<file path="src/rtl/cla_chunk_add_seq_if.sv">
`default_nettype none
// ============================================================================
// Module   : cla_chunk_add_seq_if
// Brief    : Operand/result handshakes plus the chunk-adder drive/return bus.
// Revision : 1.0
// ============================================================================
interface cla_chunk_add_seq_if #(
    parameter int DATA_WID   = 16,
    parameter int NUM_CHUNKS = 4
);
    localparam int W = DATA_WID * NUM_CHUNKS;

    logic                in_valid;
    logic                in_ready;
    logic [W-1:0]        in_a;
    logic [W-1:0]        in_b;
    logic                in_cin;

    logic [DATA_WID-1:0] add_in1;
    logic [DATA_WID-1:0] add_in2;
    logic                add_cin;
    logic [DATA_WID-1:0] add_sum;
    logic                add_cout;

    logic                out_valid;
    logic                out_ready;
    logic [W-1:0]        out_sum;
    logic                out_cout;
    logic                out_ovf;

    // Controller view
    modport slave (
        input  in_valid, in_a, in_b, in_cin, add_sum, add_cout, out_ready,
        output in_ready, add_in1, add_in2, add_cin, out_valid, out_sum, out_cout, out_ovf
    );

    // Producer / consumer / adder view
    modport master (
        output in_valid, in_a, in_b, in_cin, add_sum, add_cout, out_ready,
        input  in_ready, add_in1, add_in2, add_cin, out_valid, out_sum, out_cout, out_ovf
    );
endinterface
`default_nettype wire

</file>
<file path="src/rtl/cla_chunk_add_seq.sv">
`default_nettype none
// ============================================================================
// Module   : cla_chunk_add_seq
// Brief    : Sequences a wide add through an external DATA_WID-bit CLA adder.
// Revision : 1.0
// ============================================================================
module cla_chunk_add_seq #(
    parameter int DATA_WID   = 16,
    parameter int NUM_CHUNKS = 4
) (
    input  logic               clk,
    input  logic               rst_n,
    cla_chunk_add_seq_if.slave bus
);
    localparam int W     = DATA_WID * NUM_CHUNKS;
    localparam int IDX_W = (NUM_CHUNKS > 1) ? $clog2(NUM_CHUNKS) : 1;
    localparam logic [IDX_W-1:0] LAST_IDX = IDX_W'(NUM_CHUNKS - 1);

    typedef enum logic [1:0] {
        S_IDLE = 2'd0,
        S_RUN  = 2'd1,
        S_DONE = 2'd2
    } state_t;

    state_t             state_q, state_d;
    logic [W-1:0]       a_q, a_d;
    logic [W-1:0]       b_q, b_d;
    logic               cin_q, cin_d;
    logic [IDX_W-1:0]   idx_q, idx_d;
    logic               carry_q, carry_d;
    logic [W-1:0]       sum_q, sum_d;
    logic               cout_q, cout_d;
    logic               ovf_q, ovf_d;

    logic [DATA_WID-1:0] a_chunk;
    logic [DATA_WID-1:0] b_chunk;

    always_comb begin
        a_chunk = '0;
        b_chunk = '0;
        for (int k = 0; k < NUM_CHUNKS; k++) begin
            if (idx_q == IDX_W'(k)) begin
                a_chunk = a_q[k*DATA_WID +: DATA_WID];
                b_chunk = b_q[k*DATA_WID +: DATA_WID];
            end
        end
    end

    always_ff @(posedge clk or negedge rst_n) begin
        if (!rst_n) begin
            state_q <= S_IDLE;
            a_q     <= '0;
            b_q     <= '0;
            cin_q   <= 1'b0;
            idx_q   <= '0;
            carry_q <= 1'b0;
            sum_q   <= '0;
            cout_q  <= 1'b0;
            ovf_q   <= 1'b0;
        end else begin
            state_q <= state_d;
            a_q     <= a_d;
            b_q     <= b_d;
            cin_q   <= cin_d;
            idx_q   <= idx_d;
            carry_q <= carry_d;
            sum_q   <= sum_d;
            cout_q  <= cout_d;
            ovf_q   <= ovf_d;
        end
    end

    always_comb begin
        state_d      = state_q;
        a_d          = a_q;
        b_d          = b_q;
        cin_d        = cin_q;
        idx_d        = idx_q;
        carry_d      = carry_q;
        sum_d        = sum_q;
        cout_d       = cout_q;
        ovf_d        = ovf_q;
        bus.in_ready  = 1'b0;
        bus.out_valid = 1'b0;
        bus.add_in1   = '0;
        bus.add_in2   = '0;
        bus.add_cin   = 1'b0;

        case (state_q)
            S_IDLE: begin
                bus.in_ready = 1'b1;
                if (bus.in_valid) begin
                    a_d     = bus.in_a;
                    b_d     = bus.in_b;
                    cin_d   = bus.in_cin;
                    idx_d   = '0;
                    state_d = S_RUN;
                end
            end
            S_RUN: begin
                bus.add_in1 = a_chunk;
                bus.add_in2 = b_chunk;
                bus.add_cin = (idx_q == '0) ? cin_q : carry_q;
                for (int k = 0; k < NUM_CHUNKS; k++) begin
                    if (idx_q == IDX_W'(k)) begin
                        sum_d[k*DATA_WID +: DATA_WID] = bus.add_sum;
                    end
                end
                carry_d = bus.add_cout;
                idx_d   = idx_q + 1'b1;
                if (idx_q == LAST_IDX) begin
                    cout_d  = bus.add_cout;
                    // carry into the MSB recovered from the top sum bit and operand MSBs
                    ovf_d   = bus.add_cout ^ (bus.add_sum[DATA_WID-1] ^ a_q[W-1] ^ b_q[W-1]);
                    state_d = S_DONE;
                end
            end
            S_DONE: begin
                bus.out_valid = 1'b1;
                if (bus.out_ready) begin
                    state_d = S_IDLE;
                end
            end
            default: state_d = S_IDLE;
        endcase
    end

    assign bus.out_sum  = sum_q;
    assign bus.out_cout = cout_q;
    assign bus.out_ovf  = ovf_q;

endmodule
`default_nettype wire

</file>
<file path="src/flat_wrapper.sv">
// flat-port wrapper written by rule: the top's interface ports become plain ports
module cla_chunk_add_seq_flat 
#(
    parameter int DATA_WID   = 16,
    parameter int NUM_CHUNKS = 4
)
  (clk, rst_n, bus_in_valid, bus_in_a, bus_in_b, bus_in_cin, bus_add_sum, bus_add_cout, bus_out_ready, bus_in_ready, bus_add_in1, bus_add_in2, bus_add_cin, bus_out_valid, bus_out_sum, bus_out_cout, bus_out_ovf);
  cla_chunk_add_seq_if #(.DATA_WID(DATA_WID), .NUM_CHUNKS(NUM_CHUNKS)) bus_i ();
  input  logic clk;
  input  logic rst_n;
  input wire logic [$bits(bus_i.in_valid)-1:0] bus_in_valid;
  input wire logic [$bits(bus_i.in_a)-1:0] bus_in_a;
  input wire logic [$bits(bus_i.in_b)-1:0] bus_in_b;
  input wire logic [$bits(bus_i.in_cin)-1:0] bus_in_cin;
  input wire logic [$bits(bus_i.add_sum)-1:0] bus_add_sum;
  input wire logic [$bits(bus_i.add_cout)-1:0] bus_add_cout;
  input wire logic [$bits(bus_i.out_ready)-1:0] bus_out_ready;
  output wire logic [$bits(bus_i.in_ready)-1:0] bus_in_ready;
  output wire logic [$bits(bus_i.add_in1)-1:0] bus_add_in1;
  output wire logic [$bits(bus_i.add_in2)-1:0] bus_add_in2;
  output wire logic [$bits(bus_i.add_cin)-1:0] bus_add_cin;
  output wire logic [$bits(bus_i.out_valid)-1:0] bus_out_valid;
  output wire logic [$bits(bus_i.out_sum)-1:0] bus_out_sum;
  output wire logic [$bits(bus_i.out_cout)-1:0] bus_out_cout;
  output wire logic [$bits(bus_i.out_ovf)-1:0] bus_out_ovf;
  assign bus_i.in_valid = bus_in_valid;
  assign bus_i.in_a = bus_in_a;
  assign bus_i.in_b = bus_in_b;
  assign bus_i.in_cin = bus_in_cin;
  assign bus_i.add_sum = bus_add_sum;
  assign bus_i.add_cout = bus_add_cout;
  assign bus_i.out_ready = bus_out_ready;
  assign bus_in_ready = bus_i.in_ready;
  assign bus_add_in1 = bus_i.add_in1;
  assign bus_add_in2 = bus_i.add_in2;
  assign bus_add_cin = bus_i.add_cin;
  assign bus_out_valid = bus_i.out_valid;
  assign bus_out_sum = bus_i.out_sum;
  assign bus_out_cout = bus_i.out_cout;
  assign bus_out_ovf = bus_i.out_ovf;
  cla_chunk_add_seq #(.DATA_WID(DATA_WID), .NUM_CHUNKS(NUM_CHUNKS)) u_core (.clk(clk), .rst_n(rst_n), .bus(bus_i));
endmodule
</file>
<file path="config.mk">
export PLATFORM = sky130hd
export DESIGN_NAME = cla_chunk_add_seq_flat
export DESIGN_NICKNAME = d
export VERILOG_FILES = /design/src/rtl/cla_chunk_add_seq_if.sv /design/src/rtl/cla_chunk_add_seq.sv /design/src/flat_wrapper.sv
export SDC_FILE = /design/constraint.sdc
export NUM_CORES = 1
export LEC_CHECK = 0
export CAP_MARGIN = 0
export CORE_AREA = 5 5 156 158
export CTS_CLUSTER_SIZE = 30
export DETAILED_ROUTE_END_ITERATION = 10
export DIE_AREA = 0 0 161 163
export GPL_ROUTABILITY_DRIVEN = 1
export PLACE_DENSITY = 0.76
export SYNTH_ARGS = -nofsm -noshare
export SYNTH_HDL_FRONTEND = slang
export SYNTH_SLANG_ARGS = --single-unit
</file>
<file path="constraint.sdc">
create_clock -name clk -period 2.54 [get_ports clk]
set_clock_uncertainty 0.05 [all_clocks]
set_input_delay 0.635 -clock clk [delete_from_list [all_inputs] [get_ports clk]]
set_output_delay 0.635 -clock clk [all_outputs]
set_load 0.02 [all_outputs]
</file>
==> flow_summary_export.csv <==
group,metric,value,unit
pwr,sw_frac_of_total,34.7,%
finish,drive_gt1_share,35.5,%
routing,first_pass_iters,4,
routing,drtAntennaViolNets,0,
logic_synthesis,ys_warn_count,0,
timing,setup_viol_count_final,32,
global_routing,grt_use_total,17.7,%
cts,cts_hold_buffers,0,
run_status,violations,"setup timing",
global_routing,grt_max_degree,66,
logic_synthesis,synth-seq-cells,200,
die,core-area,0.0230,sq mm
min_path,hold_path.class,"in -> async",
pwr,p_comb_share,53.8,%
pwr,ir_drop,0.000661,V
worst_setup_path,endpoint_kind,"output pin",
timing,worst_pin_slew,481,ps
cts,cts_buffers,17,
timing,final.setup.tns,-7080,ps
routing,drt-initial-drc-count,230,
global_routing,grt_pass1_wl,36500,microns
global_routing,first_global_vias,6336,
logic_synthesis,ys_async_sr_fraction,100,%
placed_design,dp_slack,-652,ps
logic_synthesis,synth_top_area_share,56.2,%
logic_synthesis,syn_inst,568,
timing,hold_ws,124,ps
finish,final_cell_mix,"clkdlybuf4s50_1, dfrtp_1, mux2_4, mux2_1, mux2_2",
cts,clk_pin_slew,70,ps
global_routing,antenna_found_initial,2,
pwr,pwr-share-seq,31.2,%
finish,fin_util,56.3,%
logic_synthesis,synth-edff-count,0,
pwr,p_leak,5.66,nW
finish,final_cells,1147,
placed_design,placedCellCount,1098,
finish,finalInstanceArea,0.0129,sq mm
cts,cts_tree,"yes",
placed_design,dp_hpwl,16500,microns
run_status,status,"complete, but fails checks",
die,start_util,38.8,%
finish,area_growth_syn_to_layout,45.2,%
timing,fmax,0.356,GHz
finish,multi_input_area,0.00374,sq mm
timing,hold_viol,0,
timing,relSlewSlack,67.8,%
routing,drc,0,
worst_setup_path,critPathArrivalTime,2120,ps
finish,final_nets,997,
global_routing,grt_overflow,0,
timing,grt_setup_unrepaired,"yes",
routing,vias_per_cell,5.08,
pwr,power_density,1440,mW/mm^2
logic_synthesis,synth_flop_cell,"dfrtp_1",
cts,cts_buffer_depth,2,
die,die-height,163,microns
placed_design,placed_cell_area,0.0119,sq mm
die,io_pins,251,
finish,nFillCells,1911,
finish,regArea,0.00500,sq mm
logic_synthesis,yosysUniqueCellTypes,27,
worst_setup_path,crit_fanout,5,
worst_setup_path,start_kind,"register",
placed_design,gp_congestion,0.779,
worst_setup_path,critical_path_class,"reg -> out",
placed_design,portBuffers,250,
pwr,finalPower,18.6,mW
pwr,p_clk_share,15.0,%
pwr,p_switching,6.44,mW
timing,finalCritPeriodShare,111,%
logic_synthesis,ys_top_cells_by_area,"dfrtp_1, mux2_4, mux2_1",
run,cap_violations,0,
logic_synthesis,syn_area,0.00891,sq mm
logic_synthesis,yosysSeqAreaShare,56.2,%
logic_synthesis,syn-mean-instance-area,15.7,sq um
timing,fin_crit,2810,ps
cts,insertion_delay,420,ps
timing,final_max_slew_viol_count,0,
timing,finalWorstSetupSlack,-269,ps
pwr,intPower,12.1,mW
die,die-width,161,microns
logic_synthesis,yosysTopAreaCell,"dfrtp_1",
cts,cts-root-buf,"clkbuf_16",
cts,cts.sinks,200,
cts,h-tree-depth,4,
die,dieArea,0.0262,sq mm
die,rows,56,
worst_setup_path,required,1860,ps
logic_synthesis,syn-num-nets,722,
routing,wl_per_cell,21.1,microns
routing,dr_total_vias,5832,
finish,final_common_cell,"clkdlybuf4s50_1",
routing,wl,24200,microns
-- cell families (layout without fill, tap and decap cells) --
| family | count (synthesis) | after routing | share of synthesized area [%] |
|---|---|---|---|
| AO/OA/AOI/OAI | 70 | 70 | 7.57 |
| XOR/XNOR | 3 | 3 | 0.295 |
| adder cells (fa/ha/maj) | 4 | 4 | 0.562 |
| buffers and inverters | 45 | 332 | 3.22 |
| flip-flops | 200 | 200 | 56.2 |
| multiplexers | 195 | 195 | 28.8 |
| other | 0 | 1 | 0 |
| AND/OR/NAND/NOR | 51 | 52 | 3.36 |
-- critical path, stage by stage, from the launching register on --
cell	delay, ps
dfrtp_1	400
buf_6	120
ha_4	210
nor2b_4	90
clkbuf_16	160
a221o_1	290
a32o_2	290
buf_6	130
-- worst paths after layout --
path | start | end | slack, ps | cells past startpoint
setup reg to reg | u_core.idx_q[0] | u_core.bus.out_sum[29] | 470 | 7
hold reg to reg | u_core.carry_q | u_core.carry_q | 430 | 2
min in group clk | u_core.carry_q | u_core.carry_q | 430 | 2
setup / recovery | u_core.idx_q[0] | bus_add_in2[4] | -270 | 7
max in group asynchronous | rst_n | u_core.a_q[42] | 1610 | 2
hold / removal | rst_n | u_core.bus.out_sum[45] | 120 | 1
-- metal layers --
layer / part of all wire [%] / up-vias / global-route usage (%)
met2: 48 / 194 / 29.5
met3: 5.8 / 28 / 4.20
met1: 44 / 2957 / 23.5
met4: 1.8 / 2 / 4.77
li1: - / 2651 / -
met5: 0.054 / - / 0
-- power by group through the flow --
stage,Clock [mW],Sequential (mW),Combinational [mW]
floorplan,0,6.22,5.01
global placement,0,5.77,8.99
detailed placement,0,5.82,9.14
CTS,2.87,5.79,9.42
global route,2.98,6.00,10.6
finish,2.79,5.80,10.0
-- cell type report --
type,instances,area share [%]
multi-input cells,324,28.9
clock buffers,21,3.64
flip-flops and latches,200,38.7
repair buffers,297,24.8
diodes,1,0.0193
well taps,290,2.80
clock inverters,11,1.03
inverters,3,0.0870
-- state kept, by name (all words and copies together) (netlist names) --
| register | count |
|---|---|
| u_core.carry_q | 1 |
| u_core.state_q | 2 |
| u_core.cin_q | 1 |
| u_core.bus.out_sum | 64 |
| u_core.bus.out_cout | 1 |
| u_core.a_q | 64 |
| u_core.idx_q | 2 |
| u_core.b_q | 64 |
| u_core.bus.out_ovf | 1 |
-- Yosys cell counts, types with 2 or more instances --
master and n:
a21oi_1 2, ha_1 4, mux2_4 99, nand2_2 3
mux2_1 48, clkbuf_1 12, buf_6 12, mux2_2 47
buf_2 16, inv_1 3, nand2_1 5, buf_4 2
o21ai_0 2, a32o_1 32, a221o_1 31, xnor2_1 3
dfrtp_1 200, nor2b_1 3, nand2b_1 33, nor2_1 4
-- what timing repair did --
item	in CTS	in global routing
resized for setup	182	69
pin swaps	9	59
buffers inserted	7	2
endpoints found under the setup margin	33	34
gates cloned	2	5
(Power assumes the default switching activity.)
